File: src/rtl/victim_cache_lru.sv
// victim_cache_lru: fully associative victim cache with FIFO or true-LRU replacement
module victim_cache_lru #(
  parameter int CAPACITY = 8,
  parameter int TAG_W = 26,
  parameter int LINE_W = 512,
  parameter int REPL_MODE = 0,
  localparam int AW = $clog2(CAPACITY),
  localparam int CW = AW + 1
) (
  input  logic              clk,
  input  logic              rstn,
  input  logic              r_req,
  input  logic [TAG_W-1:0]  r_tag,
  input  logic              r_take,
  output logic              r_valid,
  output logic              r_hit,
  output logic [LINE_W-1:0] r_data,
  input  logic              w_en,
  input  logic [TAG_W-1:0]  w_tag,
  input  logic [LINE_W-1:0] w_data,
  input  logic              inv_all,
  output logic [CW-1:0]     count,
  output logic              full
);
  typedef logic [CAPACITY-1:0][AW-1:0] age_t;
  logic [CAPACITY-1:0] valid, valid_n;
  logic [TAG_W-1:0] tags [CAPACITY];
  logic [LINE_W-1:0] lines [CAPACITY];
  logic [AW-1:0] ptr, r_idx, w_idx, free_idx, lru_idx, alloc_idx;
  age_t age, age_n;
  logic r_any, w_any, free_any, evict, r_touch, hit_n;
  logic [CW-1:0] cnt_n;
  function automatic age_t age_init();
    for (int i = 0; i < CAPACITY; i++) age_init[i] = AW'(i);
  endfunction
  // move entry k to most-recent; everything younger than it ages by one
  function automatic age_t touch(input age_t a, input logic [AW-1:0] k);
    touch = a;
    for (int j = 0; j < CAPACITY; j++)
      if (j == int'(k)) touch[j] = '0;
      else if (a[j] < a[k]) touch[j] = a[j] + 1'b1;
  endfunction
  always_comb begin
    r_any = 1'b0;
    w_any = 1'b0;
    free_any = 1'b0;
    r_idx = '0;
    w_idx = '0;
    free_idx = '0;
    lru_idx = '0;
    for (int i = CAPACITY - 1; i >= 0; i--) begin
      if (valid[i] && tags[i] == r_tag) begin r_any = 1'b1; r_idx = AW'(i); end
      if (valid[i] && tags[i] == w_tag) begin w_any = 1'b1; w_idx = AW'(i); end
      if (!valid[i]) begin free_any = 1'b1; free_idx = AW'(i); end
      if (age[i] == AW'(CAPACITY - 1)) lru_idx = AW'(i);
    end
    evict = w_en && !w_any && !free_any;
    alloc_idx = w_any ? w_idx : free_any ? free_idx : (REPL_MODE != 0) ? lru_idx : ptr;
    r_touch = r_req && !r_take && r_any;
    hit_n = r_req && r_any && !inv_all;
    valid_n = valid;
    if (r_req && r_take && r_any) valid_n[r_idx] = 1'b0;
    if (w_en) valid_n[alloc_idx] = 1'b1;
    age_n = r_touch ? touch(age, r_idx) : age;
    if (w_en) age_n = touch(age_n, alloc_idx);
    if (inv_all) begin
      valid_n = '0;
      age_n = age_init();
    end
    cnt_n = '0;
    for (int i = 0; i < CAPACITY; i++) cnt_n = cnt_n + CW'(valid_n[i]);
  end
  always_ff @(posedge clk) begin
    if (!rstn) begin
      valid <= '0;
      ptr <= '0;
      age <= age_init();
      count <= '0;
      full <= 1'b0;
      r_valid <= 1'b0;
      r_hit <= 1'b0;
      r_data <= '0;
    end else begin
      valid <= valid_n;
      age <= (REPL_MODE != 0) ? age_n : age;
      ptr <= inv_all ? '0 : (evict && REPL_MODE == 0) ? ptr + 1'b1 : ptr;
      count <= cnt_n;
      full <= cnt_n == CW'(CAPACITY);
      r_valid <= r_req;
      r_hit <= hit_n;
      r_data <= hit_n ? lines[r_idx] : '0;
    end
  end
  always_ff @(posedge clk) begin
    if (rstn && w_en && !inv_all) begin
      tags[alloc_idx] <= w_tag;
      lines[alloc_idx] <= w_data;
    end
  end
endmodule

File: config.mk
export PLATFORM = sky130hd
export DESIGN_NAME = victim_cache_lru
export DESIGN_NICKNAME = d
export VERILOG_FILES = /design/src/rtl/victim_cache_lru.sv
export SDC_FILE = /design/constraint.sdc
export NUM_CORES = 2
export LEC_CHECK = 0
export CAP_MARGIN = 30
export CORE_ASPECT_RATIO = 1.4
export CORE_MARGIN = 2
export CORE_UTILIZATION = 44
export CTS_CLUSTER_DIAMETER = 80
export DETAILED_ROUTE_END_ITERATION = 16
export PLACE_DENSITY_LB_ADDON = 0.2
export SYNTH_ARGS = -nofsm -noshare
export SYNTH_HDL_FRONTEND = slang
export SYNTH_MEMORY_MAX_BITS = 65536
export SYNTH_SLANG_ARGS = --single-unit
File: constraint.sdc
create_clock -name clk -period 55.5 [get_ports clk]
set_input_delay 11.1 -clock clk [delete_from_list [all_inputs] [get_ports clk]]
set_output_delay 11.1 -clock clk [all_outputs]
set_load 0.02 [all_outputs]
# Word-level counts from Yosys, hierarchy flattened
# Memories as Yosys holds them, arrays and structs flattened. A register that Yosys moved wholly into a read port is not among the register bits.
# Cells that the tools add are included.
[word_totals]
mem_bits_rw = 4304
memories = 2
out_inout_bits = 519
input_bits = 570
romBits = 0
latch_bits = 0
register_bits = 18
wordCells = 132
[mem_list]
columns = ["name", "depth", "word_bits", "rd", "rd_clocked_by_memory_dff", "wr", "line", "source"]
rows = [
  ["lines", 8, 512, 1, 1, 1, "28", "logic [LINE_W-1:0] lines [CAPACITY];"],
  ["tags", 8, 26, 8, 0, 1, "27", "logic [TAG_W-1:0] tags [CAPACITY];"],
]
[classes]
eq_ne = 17
shifts = 0
n_reduce_logical = 32
n_div = 0
order_cmp = 4
bitwise = 4
mux = 59
n_addsub = 8
multipliers = 0
[op_table]
columns = ["operator", "count"]
rows = [
  ["$eq A26 B26 Y1", 16],
  ["$mux W3", 26],
  ["$mux W1", 28],
  ["$logic_and A1 B1 Y1", 26],
  ["$mux W8", 3],
  ["$add A4 B1 Y4", 4],
  ["$and A8 B8 Y8", 1],
  ["$lt A3 B4 Y1 const B", 2],
  ["$not A8 Y8", 1],
  ["$or A8 B8 Y8", 1],
  ["$demux W1 S3", 2],
  ["$ge A3 B1 Y1 const B", 2],
  ["$add A3 B1 Y4", 1],
  ["$eq A4 B4 Y1 const B", 1],
  ["$logic_not A1 Y1", 4],
  ["$add A2 B1 Y3", 1],
  ["$add A3 B1 Y3 const B", 1],
  ["$add A1 B1 Y2", 1],
  ["$reduce_and A2 Y1", 1],
  ["$reduce_or A2 Y1", 1],
  ["$not A1 Y1", 1],
]

# Longest topological paths before layout
[depth]
word_depth = 28
ltp_mapped = 23

# Worst setup path after synthesis
# Ideal clock, no wire load.
[synth_timing]
path_type = "input to register"
startpoint = "in w_tag[2]"
endpoint = "mem lines[6][0], enable pin"
stages = 8
setup_slack_ns = 3.564
setup_time_ns = 2.103
arrival_ns = 49.832
path_buffers = 1
path_cell_list = "clkbuf_1 > xor2_1 > nand4bb_1 > or4b_2 > or4_1 > and4_1 > a211o_1 > nor3_1"
[synth_via]
elab_chain_cells = 11
word_cells_on_any_way = 33
classes_between = "8 x eq/ne; 17 x mux; 8 x reduce/logical"
[synth_rtl]
columns = ["element", "line", "source"]
rows = [
  ["start: declaration", "19", "input logic [TAG_W-1:0] w_tag,"],
  ["$eq A26 B26 Y1", "53", "if (valid[i] && tags[i] == w_tag) begin w_any = 1'b1; w_idx = AW'(i); end"],
  ["$logic_and A1 B1 Y1", "53", ""],
  ["$mux W3 or $mux W1 (tied branches) (8 in a row)", "53", ""],
  ["$mux W3 *", "58", "alloc_idx = w_any ? w_idx : free_any ? free_idx : (REPL_MODE != 0) ? lru_idx : ptr;"],
  ["end: declaration", "28", ""],
]
# Every way passes the cells marked *; elsewhere a longest branch is shown, timed or not.

# Worst setup path after layout
[layout_timing]
startpoint = "in r_tag[6]"
endpoint = "reg r_data[27] (read register of lines)"
[layout_via]
elab_chain_cells = 14
word_cells_on_any_way = 36
classes_between = "8 x eq/ne; 16 x mux; 12 x reduce/logical"
[layout_rtl]
columns = ["element", "line", "source"]
rows = [
  ["start: declaration", "13", "input logic [TAG_W-1:0] r_tag,"],
  ["$eq A26 B26 Y1", "52", "if (valid[i] && tags[i] == r_tag) begin r_any = 1'b1; r_idx = AW'(i); end"],
  ["$logic_and A1 B1 Y1", "52", ""],
  ["$mux W1 (8 in a row)", "52", ""],
  ["$logic_and A1 B1 Y1 (2 in a row)", "60", "hit_n = r_req && r_any && !inv_all;"],
  ["$reduce_and A2 Y1 (no line)", "--", ""],
  ["$logic_not A1 Y1 (no line)", "--", ""],
  ["end: declaration", "17", "output logic [LINE_W-1:0] r_data,"],
]
# Parallel ways exist; a longest one is shown, timed or not.
# A chain may end at the register's enable or synchronous reset.

==> impl_metrics.py <==
metrics = {
    "logic_synthesis": {
        "synth_cells": 12300,
        "synthAdderAreaFrac": 0.000704,
        "yosysUniqueCellTypes": 62,
        "synth_seq_cells": 4834,
        "synth_edf_count": 4304,
        "syn_area_um2": 185000,
        "muxShareOfSynthArea": 0.0329,
        "synth_fp_nets": 12900,
        "synth_top_flop_cell": "edfxtp_1",
        "netlist_top_cells_count": "edfxtp_1 (4304), nand3_1 (1547), a21oi_1 (1543)",
        "synth-async-reset-ratio": 0,
        "synth_top_family_by_area": "compound AO/OA/AOI/OAI gates",
        "yosysSeqAreaShare": 0.757,
        "synth_xor_area_frac": 0.0199,
        "yosysMostFrequentCell": "edfxtp_1",
        "synth_compound_gate_area_share": 0.116,
        "synth.area.top_cells": "edfxtp_1 (70%), dfxtp_1 (5.7%), nand3_1 (4.2%)",
        "yosys.area.top_type_share": 0.699,
        "yosys_warnings": 0,
        "synth-simple-area-share": 0.0516,
        "postSynthAreaPerCell_um2": 15.0,
        "synth.largest_area_cell": "edfxtp_1",
    },
    "setup_path": {
        "path_buf_inv": 9,
        "required_ns": 56.43,
        "path_delay_family": "buffers and inverters",
        "crit_path_frequent_cell": "buf_4",
        "crit_fanout": 195,
        "cp_data_arrival_time_ns": 20.34,
        "startpoint_type": "input pin",
        "cpPeakStageDelay_ns": 1.02,
        "worstPathCellList": "clkdlybuf4s50_1, xnor2_1, nand4_1, nor4_1, nand4_1, o21ai_4, buf_4, buf_12, buf_12, buf_4, buf_4, buf_12, buf_4, buf_16, nand3_1, a21oi_1, a2111o_1",
        "critPathKind": "input pin to flip-flop",
        "cp-end-kind": "flip-flop",
        "slowest_stage": "clkdlybuf4s50_1",
    },
    "routing": {
        "wl_per_cell_um": 30.9,
        "vias_per_cell": 6.05,
        "wl_met1_um": 231000,
        "route.met2.wl_um": 275000,
        "wl_met3_um": 55800,
        "vias": 116000,
        "first_pass_iters": 7,
        "drc_errors": 0,
        "drt_wl_total_um": 592000,
        "highest_layer": "met5",
        "drt_iter0_markers": 12400,
        "detail-route-antenna-nets": 0,
    },
    "floorplan": {
        "io_pins": 1089,
        "die_h_um": 771,
        "die_x_um": 552,
        "start_util": 0.442,
        "dieArea_um2": 425000,
        "rows": 281,
        "core_area_um2": 418000,
    },
    "clock_tree": {
        "cts-root-buf": "clkbuf_16",
        "cts_resized": 0,
        "cts_tree": "yes",
        "clock_path_buffers": 4,
        "clkTransAtPathRegs_ns": 0.06,
        "clock_sinks": 4834,
        "post_cts_buffers": 0,
        "h-tree-depth": 5,
        "cts_buffers": 453,
        "clock_latency_ns": 1.06,
        "hold_buffers": 0,
    },
    "finish": {
        "final_cell_area_um2": 218000,
        "drive_gt1_frac": 0.112,
        "syn_to_final_growth_pct": 17.7,
        "final_core_util": 0.520,
        "stdcell_count": 19200,
        "nets": 13700,
    },
    "pwr": {
        "clkPwrFrac": 0.435,
        "swShare": 0.201,
        "power_frac_seq": 0.545,
        "internal_power_w": 0.00583,
        "power.net_switching_w": 0.00147,
        "p_leak_nw": 74.9,
        "comb_power_share": 0.020,
        "power_density_nw_per_um2": 33.5,
        "vdd_drop_max_mv": 0.0304,
    },
    "timing": {
        "finalSetupViolCount": 0,
        "skew_ns": 0.0983,
        "fin_crit_ns": 19.42,
        "max_freq_mhz": 51.5,
        "rsz0062_at_grt": "false",
        "slew_headroom": 0.0399,
        "hold_viol_final": 0,
        "tightest_slew_ns": 1.44,
        "final_max_slew_viol_count": 0,
        "hold_ws_ns": 0.533,
        "setup_tns_ns": 0,
        "finalCritPeriodShare": 0.350,
    },
    "global_routing": {
        "grt_pass1_vias": 113000,
        "antenna_found_initial": 210,
        "grt_usage": 0.269,
        "grt_start_max_net_pins": 257,
        "overflow": 0,
        "grt_pass1_wl_um": 836000,
    },
    "place": {
        "placed_cell_area_um2": 202000,
        "placedCellCount": 18100,
        "port_buffers": 1088,
        "place_hpwl_um": 338000,
        "place_congestion": 0.936,
    },
    "outcome": {
        "status": "complete, no violations",
    },
    "flow_run": {
        "maxCapViolCount": 0,
    },
    "hold_path": {
        "hp-class": "flip-flop to flip-flop",
    },
}
==> final timing paths <==
path | cells past startpoint | slack [ns] | startpoint | end
worst min-delay path | 2 | 0.53 | lines[7][53]$_DFFE_PP_ | r_data[53]$_SDFF_PN0_
worst max register to register | 15 | 46.40 | valid[0]$_SDFF_PN0_ | r_data[27]$_SDFF_PN0_
worst max-delay path | 17 | 36.08 | r_tag[6] | r_data[27]$_SDFF_PN0_
worst min register to register | 2 | 0.53 | lines[7][53]$_DFFE_PP_ | r_data[53]$_SDFF_PN0_
==> worst min-delay path: stages, from the launching register on <==
cell and delay, ns:
edfxtp_1 0.32, mux2_2 0.14, a2111o_1 0.13
==> layout by cell type (no fill, tap or decap), types with 16 or more instances in the layout <==
cell,count
xnor2_1,294
a21oi_1,1543
clkbuf_8,64
nand3_1,1546
clkinv_1,41
buf_4,206
nor4_1,43
clkdlybuf4s50_1,1087
clkinv_2,94
edfxtp_1,4304
buf_16,33
buf_12,31
clkbuf_1,113
xor2_1,127
nand2_1,21
mux2_4,84
a2111o_1,512
diode_2,136
clkbuf_16,456
nand4_1,124
mux2_1,16
nor2_1,34
mux2_2,412
bufinv_16,41
dfxtp_1,530
o21ai_0,1542
==> sequential cells by signal, summed over array words and instances, names as in the netlist <==
name and flops:
tags 208, r_hit 1, count 4, ptr 3, lines 4096, full 1
r_valid 1, valid 8, r_data 512
==> final cells by class <==
cell class,instances,area [um2]
Fill cell,34200,201000
Sequential cell,4834,140000
Multi-Input combinational cell,6424,41100
Timing Repair Buffer,1368,14100
Clock buffer,633,12700
Tap cell,5518,6900
Clock inverter,226,2610
Antenna cell,136,340
Inverter,12,45.0
==> power groups by stage <==
stage	Clock, W	Combinational, W	Sequential, W
after floorplan	0	0.0000338	0.00407
after global placement	0	0.000136	0.00406
after detailed placement	0	0.000143	0.00406
after CTS	0.00323	0.000144	0.00398
after global routing	0.00336	0.000154	0.00398
final	0.00317	0.000145	0.00398
==> metrics by stage <==
stage	setup slack, ns	total power (W)
floorplan	3.56	0.00410
global placement	34.04	0.00419
detailed placement	35.15	0.00420
CTS	36.27	0.00735
global route	35.90	0.00749
finish	36.08	0.00730
==> layer usage <==
layer / GRT usage / vias up
li1: - / 49800
met1: 0.351 / 59700
met2: 0.421 / 5246
met3: 0.0706 / 1080
met4: 0.128 / 136
met5: 0 / -
==> logic make-up after synthesis <==
family	count (synthesis)
flip-flops	4834
AO/OA/AOI/OAI	3635
AND/OR/NAND/NOR	1847
buffers and inverters	1032
multiplexers	513
XOR/XNOR	421
adder cells (fa/ha/maj)	8
(Power assumes the default switching activity.)
